$ cat config.mk
export PLATFORM = sky130hd
export DESIGN_NAME = pc_seq_ctrl
export DESIGN_NICKNAME = d
export VERILOG_FILES = /design/src/rtl/pc_ctrl_pkg.sv /design/src/rtl/pc_seq_ctrl_prio.sv /design/src/rtl/pc_seq_ctrl.sv
export SDC_FILE = /design/constraint.sdc
export NUM_CORES = 1
export LEC_CHECK = 0
export ABC_AREA = 1
export CORE_ASPECT_RATIO = 0.6
export CORE_MARGIN = 2
export CORE_UTILIZATION = 35
export DETAILED_ROUTE_END_ITERATION = 8
export GPL_TIMING_DRIVEN = 0
export HOLD_SLACK_MARGIN = 0.02
export PLACE_DENSITY = 0.71
export SYNTH_ARGS = -nofsm -noshare
export SYNTH_HDL_FRONTEND = slang
export SYNTH_SLANG_ARGS = --single-unit
$ cat constraint.sdc
create_clock -name i_clk -period 1.7 [get_ports i_clk]
set_clock_uncertainty 0.1 [all_clocks]
set_input_delay 0.255 -clock i_clk [delete_from_list [all_inputs] [get_ports i_clk]]
set_output_delay 0.255 -clock i_clk [all_outputs]
set_load 0.03 [all_outputs]
$ cat src/rtl/pc_ctrl_pkg.sv
// pc_ctrl_pkg: shared state encodings, exception vector and redirect kinds
// for the PC sequencing control path.
package pc_ctrl_pkg;
    typedef enum logic [1:0] {
        ST_RUN      = 2'd0,
        ST_WAIT_MEM = 2'd1,
        ST_HALTED   = 2'd2
    } state_t;

    // Must match the vector hard-wired in the PC block.
    localparam logic [15:0] EXC_VEC = 16'h0002;

    typedef enum logic [2:0] {
        RK_NONE   = 3'd0,
        RK_BR     = 3'd1,
        RK_JR     = 3'd2,
        RK_RTI    = 3'd3,
        RK_SIIC   = 3'd4,
        RK_HALT   = 3'd5,
        RK_DFAULT = 3'd6,
        RK_STALL  = 3'd7
    } rkind_t;

    function automatic logic rk_stops(input rkind_t k);
        return (k == RK_HALT) || (k == RK_DFAULT);
    endfunction
endpackage

$ cat src/rtl/pc_seq_ctrl_prio.sv
// pc_redirect_prio: combinational priority encoder from decode strobes and
// exception-nesting state to PC block controls and a redirect kind.
module pc_redirect_prio
    import pc_ctrl_pkg::*;
(
    input  logic   i_halt_instr,
    input  logic   i_siic_instr,
    input  logic   i_rti_instr,
    input  logic   i_jr_take,
    input  logic   i_br_take,
    input  logic   i_id_stall,
    input  logic   i_in_hdl,
    output logic   o_pc_sel,
    output logic   o_reg_jmp,
    output logic   o_halt,
    output logic   o_siic,
    output logic   o_epc_sel,
    output logic   o_flush,
    output rkind_t o_kind
);
    always_comb begin
        o_kind = i_halt_instr ? RK_HALT :
                 i_siic_instr ? (i_in_hdl ? RK_DFAULT : RK_SIIC) :
                 i_rti_instr  ? RK_RTI :
                 i_jr_take    ? RK_JR :
                 i_br_take    ? RK_BR :
                 i_id_stall   ? RK_STALL : RK_NONE;
    end

    assign o_pc_sel  = (o_kind == RK_BR);
    assign o_reg_jmp = (o_kind == RK_RTI) || (o_kind == RK_JR);
    assign o_halt    = (o_kind == RK_HALT) || (o_kind == RK_DFAULT) || (o_kind == RK_STALL);
    assign o_siic    = (o_kind == RK_SIIC);
    assign o_epc_sel = (o_kind == RK_RTI);
    // A double fault freezes the core without squashing; the pipeline is dead anyway.
    assign o_flush   = (o_kind == RK_HALT) || (o_kind == RK_SIIC) || (o_kind == RK_RTI) ||
                       (o_kind == RK_JR) || (o_kind == RK_BR);
endmodule

$ cat src/rtl/pc_seq_ctrl.sv
// pc_seq_ctrl: PC sequencer; arbitrates redirects, stalls, exceptions and halt,
// and owns EPC, exception nesting, halted and double-fault state.
module pc_seq_ctrl
    import pc_ctrl_pkg::*;
#(
    parameter int                DATA_W  = 16,
    parameter logic [DATA_W-1:0] EPC_RST = '0
) (
    input  logic              i_clk,
    input  logic              i_rst,
    input  logic [DATA_W-1:0] i_pc,
    input  logic              i_imem_stall,
    input  logic              i_imem_done,
    input  logic              i_id_stall,
    input  logic              i_br_take,
    input  logic              i_jr_take,
    input  logic              i_halt_instr,
    input  logic              i_siic_instr,
    input  logic              i_rti_instr,
    output logic              o_pc_sel,
    output logic              o_reg_jmp,
    output logic              o_halt,
    output logic              o_siic,
    output logic              o_epc_sel,
    output logic [DATA_W-1:0] o_epc,
    output logic              o_flush,
    output logic              o_imem_req,
    output logic              o_halted,
    output logic              o_err
);
    state_t            r_state, w_next;
    logic [DATA_W-1:0] r_epc;
    logic              r_in_hdl, r_halted, r_err;
    logic              w_pc_sel, w_reg_jmp, w_halt, w_siic, w_epc_sel, w_flush, w_act;
    rkind_t            w_kind;

    pc_redirect_prio u_prio (
        .i_halt_instr (i_halt_instr),
        .i_siic_instr (i_siic_instr),
        .i_rti_instr  (i_rti_instr),
        .i_jr_take    (i_jr_take),
        .i_br_take    (i_br_take),
        .i_id_stall   (i_id_stall),
        .i_in_hdl     (r_in_hdl),
        .o_pc_sel     (w_pc_sel),
        .o_reg_jmp    (w_reg_jmp),
        .o_halt       (w_halt),
        .o_siic       (w_siic),
        .o_epc_sel    (w_epc_sel),
        .o_flush      (w_flush),
        .o_kind       (w_kind)
    );

    // Decisions are made only when the fetch has completed; done beats a stall.
    assign w_act = ((r_state == ST_RUN) && (!i_imem_stall || i_imem_done)) ||
                   ((r_state == ST_WAIT_MEM) && i_imem_done);

    always_comb begin
        w_next     = r_state;
        o_pc_sel   = 1'b0;
        o_reg_jmp  = 1'b0;
        o_halt     = 1'b0;
        o_siic     = 1'b0;
        o_epc_sel  = 1'b0;
        o_flush    = 1'b0;
        o_imem_req = 1'b1;
        if (i_rst) begin
            if (r_state == ST_HALTED) begin
                o_halt     = 1'b1;
                o_imem_req = 1'b0;
            end else if (w_act) begin
                o_pc_sel   = w_pc_sel;
                o_reg_jmp  = w_reg_jmp;
                o_halt     = w_halt;
                o_siic     = w_siic;
                o_epc_sel  = w_epc_sel;
                o_flush    = w_flush;
                o_imem_req = !rk_stops(w_kind);
                w_next     = rk_stops(w_kind) ? ST_HALTED : ST_RUN;
            end else begin
                o_halt = 1'b1;
                w_next = ST_WAIT_MEM;
            end
        end
    end

    always_ff @(posedge i_clk or negedge i_rst) begin
        if (!i_rst) begin
            r_state  <= ST_RUN;
            r_epc    <= EPC_RST;
            r_in_hdl <= 1'b0;
            r_halted <= 1'b0;
            r_err    <= 1'b0;
        end else begin
            r_state <= w_next;
            if (w_act && (w_kind == RK_SIIC)) begin
                r_epc    <= i_pc;
                r_in_hdl <= 1'b1;
            end
            if (w_act && (w_kind == RK_RTI))
                r_in_hdl <= 1'b0;
            if (w_act && rk_stops(w_kind))
                r_halted <= 1'b1;
            if (w_act && (w_kind == RK_DFAULT))
                r_err <= 1'b1;
        end
    end

    assign o_epc    = r_epc;
    assign o_halted = r_halted;
    assign o_err    = r_err;
endmodule

==> impl_metrics.xml, run 1 <==
<?xml version="1.0" encoding="UTF-8"?>
<metrics>
  <group name="sta">
    <metric name="worst_slack" unit="ns">-0.186</metric>
    <metric name="unrepaired_setup_endpoints_after_global_routing" unit="">true</metric>
    <metric name="final-max-slew-violation-count" unit="">0</metric>
    <metric name="fin_tns_setup" unit="ns">-0.953</metric>
    <metric name="final_min_period_over_clock_period" unit="%">111</metric>
    <metric name="clock.fmax" unit="MHz">530</metric>
    <metric name="tightest_slew" unit="ns">0.936</metric>
    <metric name="finalHoldViolCount" unit="">0</metric>
    <metric name="max_slew_margin" unit="%">37.4</metric>
    <metric name="finalHoldWorstSlack" unit="ns">0.240</metric>
    <metric name="setup_violations" unit="">7</metric>
    <metric name="layout_min_cycle_time" unit="ns">1.89</metric>
  </group>
  <group name="critical_path">
    <metric name="worst-path-buf-inv" unit="">2</metric>
    <metric name="worst_path_max_delay_cell" unit="">sky130_fd_sc_hd__dfrtp_1</metric>
    <metric name="worst-path-max-fanout" unit="">3</metric>
    <metric name="setup.worst_path.end_class" unit="">primary output</metric>
    <metric name="crit_type" unit="">reg -&gt; out</metric>
    <metric name="worst_ep_required_time" unit="ns">1.34</metric>
    <metric name="path_delay_family" unit="">simple AND/OR/NAND/NOR gates</metric>
    <metric name="startpoint_class" unit="">flop</metric>
    <metric name="worst_path_arrival" unit="ns">1.53</metric>
    <metric name="critical_path.max_stage_delay" unit="ns">0.40</metric>
    <metric name="crit_chain" unit="">nor2_1, nand2_1, nand2_2, inv_2, nor2_4, nand2_4, o21ai_2, buf_6</metric>
  </group>
  <group name="global_routing">
    <metric name="use_met2" unit="%">27.7</metric>
    <metric name="initial_antenna_violation_count" unit="">0</metric>
    <metric name="groute.layer.met3.usage" unit="%">7.00</metric>
    <metric name="grt_first_pass_wirelength" unit="um">4460</metric>
    <metric name="grt_busiest_layer" unit="">met2</metric>
    <metric name="pin_count_of_the_biggest_net_entering_global_routing" unit="">22</metric>
    <metric name="gr-usage-met1" unit="%">22.7</metric>
    <metric name="global_route.overflow_total" unit="">0</metric>
    <metric name="number_of_global_route_vias_before_repair" unit="">995</metric>
    <metric name="gr-usage-all-layers" unit="%">17.5</metric>
  </group>
  <group name="outcome">
    <metric name="status" unit="">finished with violations</metric>
    <metric name="failed_checks" unit="">setup timing</metric>
  </group>
  <group name="yosys">
    <metric name="synth_area_per_cell" unit="um2">7.64</metric>
    <metric name="synth_area" unit="um2">1060</metric>
    <metric name="synthDominantCellAreaShare" unit="%">49.5</metric>
    <metric name="synth-seq-cells" unit="">21</metric>
    <metric name="ys_top_cells_by_area" unit="">sky130_fd_sc_hd__dfrtp_1 (49%), sky130_fd_sc_hd__nand2_1 (24%), sky130_fd_sc_hd__inv_1 (5.3%), sky130_fd_sc_hd__nand3_1 (3.3%), sky130_fd_sc_hd__nor2_1 (3.2%)</metric>
    <metric name="synthesis.yosys.warnings" unit="">0</metric>
    <metric name="synth_cells" unit="">139</metric>
    <metric name="synth_cell_types" unit="">17</metric>
    <metric name="syn_nets" unit="">165</metric>
    <metric name="synth_seq_area_share" unit="%">49.5</metric>
    <metric name="netlist.top_cell.by_area" unit="">sky130_fd_sc_hd__dfrtp_1</metric>
  </group>
  <group name="finish">
    <metric name="nets_final" unit="">233</metric>
    <metric name="mostFrequentLayoutCells" unit="">sky130_fd_sc_hd__nand2_1 (64), sky130_fd_sc_hd__clkdlybuf4s50_1 (32), sky130_fd_sc_hd__dfrtp_1 (21)</metric>
    <metric name="layout-drive-gt1-share" unit="%">26.2</metric>
    <metric name="count_of_antenna_diodes_in_the_layout" unit="">0</metric>
    <metric name="final_util" unit="%">64.1</metric>
    <metric name="most_common_library_cell_in_the_layout_ignoring_fill_and_taps" unit="">sky130_fd_sc_hd__nand2_1</metric>
    <metric name="synth_to_layout_area_growth" unit="%">73.1</metric>
  </group>
  <group name="detailed_routing">
    <metric name="route.detailed.drc" unit="">0</metric>
    <metric name="detailed_route_vias_per_instance" unit="">4.52</metric>
    <metric name="num_vias" unit="">1122</metric>
    <metric name="drtAntennaViolNets" unit="">0</metric>
    <metric name="routed_wl" unit="um">2760</metric>
    <metric name="dr.first_iter.drc_count" unit="">60</metric>
    <metric name="routedWlPerCell" unit="um">11.1</metric>
    <metric name="first_pass_iters" unit="">4</metric>
  </group>
  <group name="floorplanning">
    <metric name="initial_utilization" unit="%">37.0</metric>
    <metric name="floorplan.rows" unit="">15</metric>
    <metric name="ios" unit="">51</metric>
    <metric name="core-area" unit="um2">2870</metric>
    <metric name="die_w" unit="um">75.1</metric>
    <metric name="die_y" unit="um">46.7</metric>
    <metric name="fp.dieArea" unit="um2">3510</metric>
  </group>
  <group name="place">
    <metric name="post-dp-hpwl" unit="um">1880</metric>
    <metric name="io_buffer_count" unit="">50</metric>
    <metric name="gp_congestion" unit="">0.801</metric>
  </group>
  <group name="pwr">
    <metric name="cellLeakagePower" unit="uW">0.000984</metric>
    <metric name="power_density" unit="nW/um2">1460</metric>
    <metric name="ir_drop" unit="uV">822</metric>
  </group>
  <group name="clock_network">
    <metric name="cts-htree-levels" unit="">1</metric>
    <metric name="numClockSinks" unit="">21</metric>
    <metric name="tritoncts" unit="">done</metric>
    <metric name="cts_inserted_buffers" unit="">3</metric>
    <metric name="clk_path_buf_depth" unit="">2</metric>
    <metric name="clock-root-buffer" unit="">sky130_fd_sc_hd__clkbuf_8</metric>
    <metric name="worstSkewPairLatency" unit="ns">0.25</metric>
    <metric name="clk_pin_slew_worst_paths" unit="ns">0.07</metric>
  </group>
  <group name="run">
    <metric name="count_of_maximum_capacitance_violations" unit="">0</metric>
  </group>
  <group name="worst_hold_path">
    <metric name="worstHoldPathType" unit="">in -&gt; reg</metric>
  </group>
</metrics>
-- final cells by class --
| type | count | area, um2 |
|---|---|---|
| Fill cell | 246 | 1030 |
| Timing Repair Buffer | 65 | 613 |
| Inverter | 17 | 73.8 |
| Tap cell | 42 | 52.6 |
| Clock buffer | 4 | 45.0 |
| Multi-Input combinational cell | 99 | 529 |
| Sequential cell | 21 | 526 |
-- Yosys cell counts --
cell type and number:
sky130_fd_sc_hd__nor2_2 4, sky130_fd_sc_hd__nor2_1 9, sky130_fd_sc_hd__nand3_4 1, sky130_fd_sc_hd__buf_6 1
sky130_fd_sc_hd__a21oi_1 1, sky130_fd_sc_hd__inv_2 1, sky130_fd_sc_hd__o21bai_1 1, sky130_fd_sc_hd__o21ai_0 2
sky130_fd_sc_hd__inv_6 1, sky130_fd_sc_hd__nor2_8 1, sky130_fd_sc_hd__nand3_1 7, sky130_fd_sc_hd__inv_1 15
sky130_fd_sc_hd__nand2_1 68, sky130_fd_sc_hd__nand2_2 4, sky130_fd_sc_hd__dfrtp_1 21, sky130_fd_sc_hd__nand3b_1 1
sky130_fd_sc_hd__buf_8 1
-- repair_timing --
action / 4_1_cts / 5_1_grt
pin swaps: 15 / 8
hold buffers: 1 / 0
endpoints found under the setup margin: 9 / 15
endpoints found under the hold margin: 21 / 0
resized for setup: 74 / 14
setup buffers: 13 / 2
-- cell families after synthesis --
| logic type | Yosys count | synth area share, % |
|---|---|---|
| AOI/OAI and AO/OA | 4 | 2.12 |
| buffers and inverters | 19 | 8.95 |
| DFF | 21 | 49.5 |
| and+or+nand+nor | 95 | 39.5 |
-- report_power, final --
| part | internal [uW] | leakage (uW) | total (uW) | switching [uW] |
|---|---|---|---|---|
| Sequential | 710 | 0.000251 | 834 | 124 |
| Clock | 167 | 0.0000228 | 317 | 150 |
| Combinational | 638 | 0.000710 | 1530 | 889 |
-- worst reg2reg max path: cells and delay by family, from the launching register on --
family,cells,cell delay [ns]
AO/OA/AOI/OAI,1,0.09
buffers and inverters,6,0.74
flip-flops,1,0.38
AND/OR/NAND/NOR,4,0.28
-- per-stage QoR --
step	setup WS, ns	power [uW]	instance area, um2	cells
after floorplan	-0.0173	1620	1070	139
after global placement	-1.60	2150	1620	231
after detailed placement	-1.67	2180	1620	231
after CTS	-0.187	2660	1790	248
after global routing	-0.285	2860	1840	248
final	-0.186	2680	1840	248
-- sequential cells by signal, summed over array words and instances (netlist names) --
name / flops
o_err: 1
r_state: 2
o_epc: 16
o_halted: 1
r_in_hdl: 1
-- per-layer routing --
layer	share of wire [%]	wire length, um	vias to the layer above
li1	-	-	551
met1	45	1250	525
met2	45	1260	42
met3	9.0	249	4
met4	0.51	14	0
met5	0	0	-
-- final timing paths --
path                       slack [ns]    endpoint  cells past startpoint        from
max                             -0.19     o_flush                      8  r_state[1]
max reg2reg                      0.08  r_state[0]                     11  r_state[1]
max in group asynchronous        0.31    o_epc[3]                      2       i_rst
min in group asynchronous        0.62  r_state[1]                      2       i_rst
min reg2reg                      0.37       o_err                      2       o_err
min                              0.24  r_state[0]                      3       i_rst
No activity file was read; power rests on OpenSTA's default activity.
==> run 2, diff against run 1 <==
- DONT_BUFFER_PORTS: unset -> 1
- PLACE_DENSITY: 0.71 -> unset
==> impl_metrics.xml, run 2 (same netlist as run 1, synthesis figures left out) <==
<?xml version="1.0" encoding="UTF-8"?>
<metrics>
  <group name="floorplanning">
    <metric name="ios" unit="">51</metric>
    <metric name="initial_utilization" unit="%">37.0</metric>
    <metric name="core-area" unit="um2">2870</metric>
    <metric name="floorplan.rows" unit="">15</metric>
    <metric name="die_y" unit="um">46.7</metric>
    <metric name="fp.dieArea" unit="um2">3510</metric>
    <metric name="die_w" unit="um">75.1</metric>
  </group>
  <group name="critical_path">
    <metric name="regToRegStartpoint" unit="">r_state[1]</metric>
    <metric name="worst_path_arrival" unit="ns">1.50</metric>
    <metric name="r2r_slack" unit="ns">0.16</metric>
    <metric name="worst-path-max-fanout" unit="">4</metric>
    <metric name="crit_type" unit="">reg -&gt; out</metric>
    <metric name="critical_path.startpoint" unit="">r_state[1]</metric>
    <metric name="worst_ep_required_time" unit="ns">1.34</metric>
    <metric name="worst-r2r-cell-count" unit="">9</metric>
    <metric name="worst_r2r_endpoint" unit="">o_epc[6]</metric>
    <metric name="critPathCapture" unit="">o_flush</metric>
    <metric name="setup.worst_path.end_class" unit="">primary output</metric>
    <metric name="startpoint_class" unit="">flop</metric>
  </group>
  <group name="clock_network">
    <metric name="tritoncts" unit="">done</metric>
    <metric name="numClockSinks" unit="">21</metric>
    <metric name="clock-root-buffer" unit="">sky130_fd_sc_hd__clkbuf_8</metric>
    <metric name="worstSkewPairLatency" unit="ns">0.25</metric>
    <metric name="clk_pin_slew_worst_paths" unit="ns">0.07</metric>
    <metric name="clk_path_buf_depth" unit="">2</metric>
    <metric name="cts-htree-levels" unit="">1</metric>
    <metric name="cts_inserted_buffers" unit="">3</metric>
  </group>
  <group name="pwr">
    <metric name="cellLeakagePower" unit="uW">0.000756</metric>
    <metric name="share_seq_of_total_power" unit="%">54.2</metric>
    <metric name="ir_drop" unit="uV">615</metric>
    <metric name="power_density" unit="nW/um2">1560</metric>
    <metric name="p_switching" unit="uW">1110</metric>
    <metric name="total_internal_power" unit="uW">1140</metric>
    <metric name="combPwrFrac" unit="%">31.8</metric>
    <metric name="switching_share" unit="%">49.2</metric>
    <metric name="share_clk_of_total_power" unit="%">14.0</metric>
  </group>
  <group name="detailed_routing">
    <metric name="route.detailed.drc" unit="">0</metric>
    <metric name="detailed_route_vias_per_instance" unit="">4.65</metric>
    <metric name="num_vias" unit="">944</metric>
    <metric name="routedWlPerCell" unit="um">12.6</metric>
    <metric name="drtAntennaViolNets" unit="">0</metric>
    <metric name="routed_wl" unit="um">2550</metric>
    <metric name="first_pass_iters" unit="">4</metric>
    <metric name="dr.first_iter.drc_count" unit="">21</metric>
  </group>
  <group name="finish">
    <metric name="layout-drive-gt1-share" unit="%">24.8</metric>
    <metric name="fin_cells" unit="">203</metric>
    <metric name="mostFrequentLayoutCells" unit="">sky130_fd_sc_hd__nand2_1 (65), sky130_fd_sc_hd__dfrtp_1 (21), sky130_fd_sc_hd__inv_1 (12)</metric>
    <metric name="nFillCells" unit="">287</metric>
    <metric name="final_util" unit="%">50.1</metric>
    <metric name="synth_to_layout_area_growth" unit="%">35.5</metric>
    <metric name="largest_reg_flops" unit="">16</metric>
    <metric name="most_common_library_cell_in_the_layout_ignoring_fill_and_taps" unit="">sky130_fd_sc_hd__nand2_1</metric>
    <metric name="count_of_antenna_diodes_in_the_layout" unit="">0</metric>
    <metric name="nets_final" unit="">188</metric>
  </group>
  <group name="worst_hold_path">
    <metric name="worstHoldPathType" unit="">in -&gt; reg</metric>
    <metric name="hold_path_depth" unit="">2</metric>
  </group>
  <group name="sta">
    <metric name="worst_slack" unit="ns">-0.158</metric>
    <metric name="final_min_period_over_clock_period" unit="%">109</metric>
    <metric name="layout_min_cycle_time" unit="ns">1.86</metric>
    <metric name="clock.fmax" unit="MHz">538</metric>
    <metric name="unrepaired_setup_endpoints_after_global_routing" unit="">true</metric>
    <metric name="max_slew_margin" unit="%">36.3</metric>
    <metric name="final-max-slew-violation-count" unit="">0</metric>
    <metric name="tightest_slew" unit="ns">0.953</metric>
    <metric name="setup_violations" unit="">7</metric>
    <metric name="finalHoldViolCount" unit="">0</metric>
  </group>
  <group name="outcome">
    <metric name="status" unit="">finished with violations</metric>
    <metric name="failed_checks" unit="">setup timing</metric>
  </group>
  <group name="place">
    <metric name="post-dp-hpwl" unit="um">1770</metric>
    <metric name="dp_cells" unit="">181</metric>
    <metric name="io_buffer_count" unit="">0</metric>
    <metric name="gp_congestion" unit="">0.833</metric>
    <metric name="dp_slack" unit="ns">-0.215</metric>
  </group>
  <group name="global_routing">
    <metric name="number_of_global_route_vias_before_repair" unit="">907</metric>
    <metric name="gr-usage-all-layers" unit="%">15.6</metric>
    <metric name="pin_count_of_the_biggest_net_entering_global_routing" unit="">25</metric>
    <metric name="initial_antenna_violation_count" unit="">0</metric>
    <metric name="grt_first_pass_wirelength" unit="um">3990</metric>
    <metric name="global_route.overflow_total" unit="">0</metric>
  </group>
  <group name="run">
    <metric name="count_of_maximum_capacitance_violations" unit="">0</metric>
  </group>
</metrics>
==> run 2: cell count changes in the layout (fill, tap and decap cells not counted), moves of 2 or more <==
cell and delta:
sky130_fd_sc_hd__nand2_2 -3, sky130_fd_sc_hd__nand2_4 +2, sky130_fd_sc_hd__buf_6 -4, sky130_fd_sc_hd__clkdlybuf4s50_1 -32, sky130_fd_sc_hd__dlymetal6s2s_1 -3, sky130_fd_sc_hd__dlygate4sd3_1 +10
sky130_fd_sc_hd__nor2_4 +2, sky130_fd_sc_hd__buf_4 -9, sky130_fd_sc_hd__dlygate4sd2_1 -7
==> run 2: critical path, stage by stage, from the launching register on <==
cell                      delay [ns]
sky130_fd_sc_hd__dfrtp_1        0.41
sky130_fd_sc_hd__nor2_1         0.11
sky130_fd_sc_hd__nand2_1        0.08
sky130_fd_sc_hd__nand2_2        0.12
sky130_fd_sc_hd__inv_2          0.07
sky130_fd_sc_hd__nor2_4         0.12
sky130_fd_sc_hd__nand2_4        0.09
sky130_fd_sc_hd__o21ai_4        0.25
==> run 2: power by group through the flow <==
stage / Clock [uW] / Sequential (uW) / Combinational (uW)
2_1_floorplan: 0 / 1180 / 431
3_3_place_gp: 0 / 1220 / 479
3_5_place_dp: 0 / 1230 / 510
4_1_cts: 326 / 1220 / 683
5_1_grt: 344 / 1250 / 806
6_report: 315 / 1220 / 713
==> run 2: cell type report <==
cell class	instances	area (um2)	share of cell area, %
tap	42	52.6	3.65
sequential	21	526	36.5
buffer	1	11.3	0.783
clock buffer	4	45.0	3.13
inverter	17	73.8	5.13
multi-input combinational	99	561	39.0
timing repair buffer	19	170	11.8
==> run 2: per-stage QoR <==
stage / cell area [um2] / hold WS, ns / TNS [ns] / total power [uW]
floorplan: 1070 / -0.141 / -0.0173 / 1620
detailed placement: 1120 / -0.140 / -0.751 / 1740
CTS: 1400 / -0.417 / -0.915 / 2230
global placement: 1120 / -0.140 / -0.467 / 1700
finish: 1440 / 0.0209 / -0.794 / 2240
global route: 1440 / 0.0275 / -1.36 / 2400
==> run 2: metal layers <==
layer | track usage [%] | share of wire [%] | wire [um] | up-vias
li1 | - | - | - | 460
met1 | 18.2 | 42 | 1060 | 444
met2 | 28.1 | 50 | 1260 | 40
met3 | 6.35 | 8.7 | 222 | 0
met4 | 1.43 | 0 | 0 | 0
met5 | 0 | 0 | 0 | -
==> run 2: worst min path at each step <==
stage | from | end | slack [ns]
after floorplan | i_rst | o_epc[0] | -0.14
after global placement | i_rst | r_state[0] | -0.14
after detailed placement | i_rst | o_err | -0.14
after CTS | i_rst | r_state[0] | -0.42
after global routing | i_pc[11] | o_epc[11] | 0.03
final | i_pc[2] | o_epc[2] | 0.02
==> run 2: what timing repair did <==
action / in CTS / in global routing
endpoints found under the setup margin: 7 / 7
resized for setup: 30 / 0
hold endpoints to repair: 30 / 22
buffers inserted: 5 / 3
hold buffers: 9 / 2
pin swaps: 14 / 6
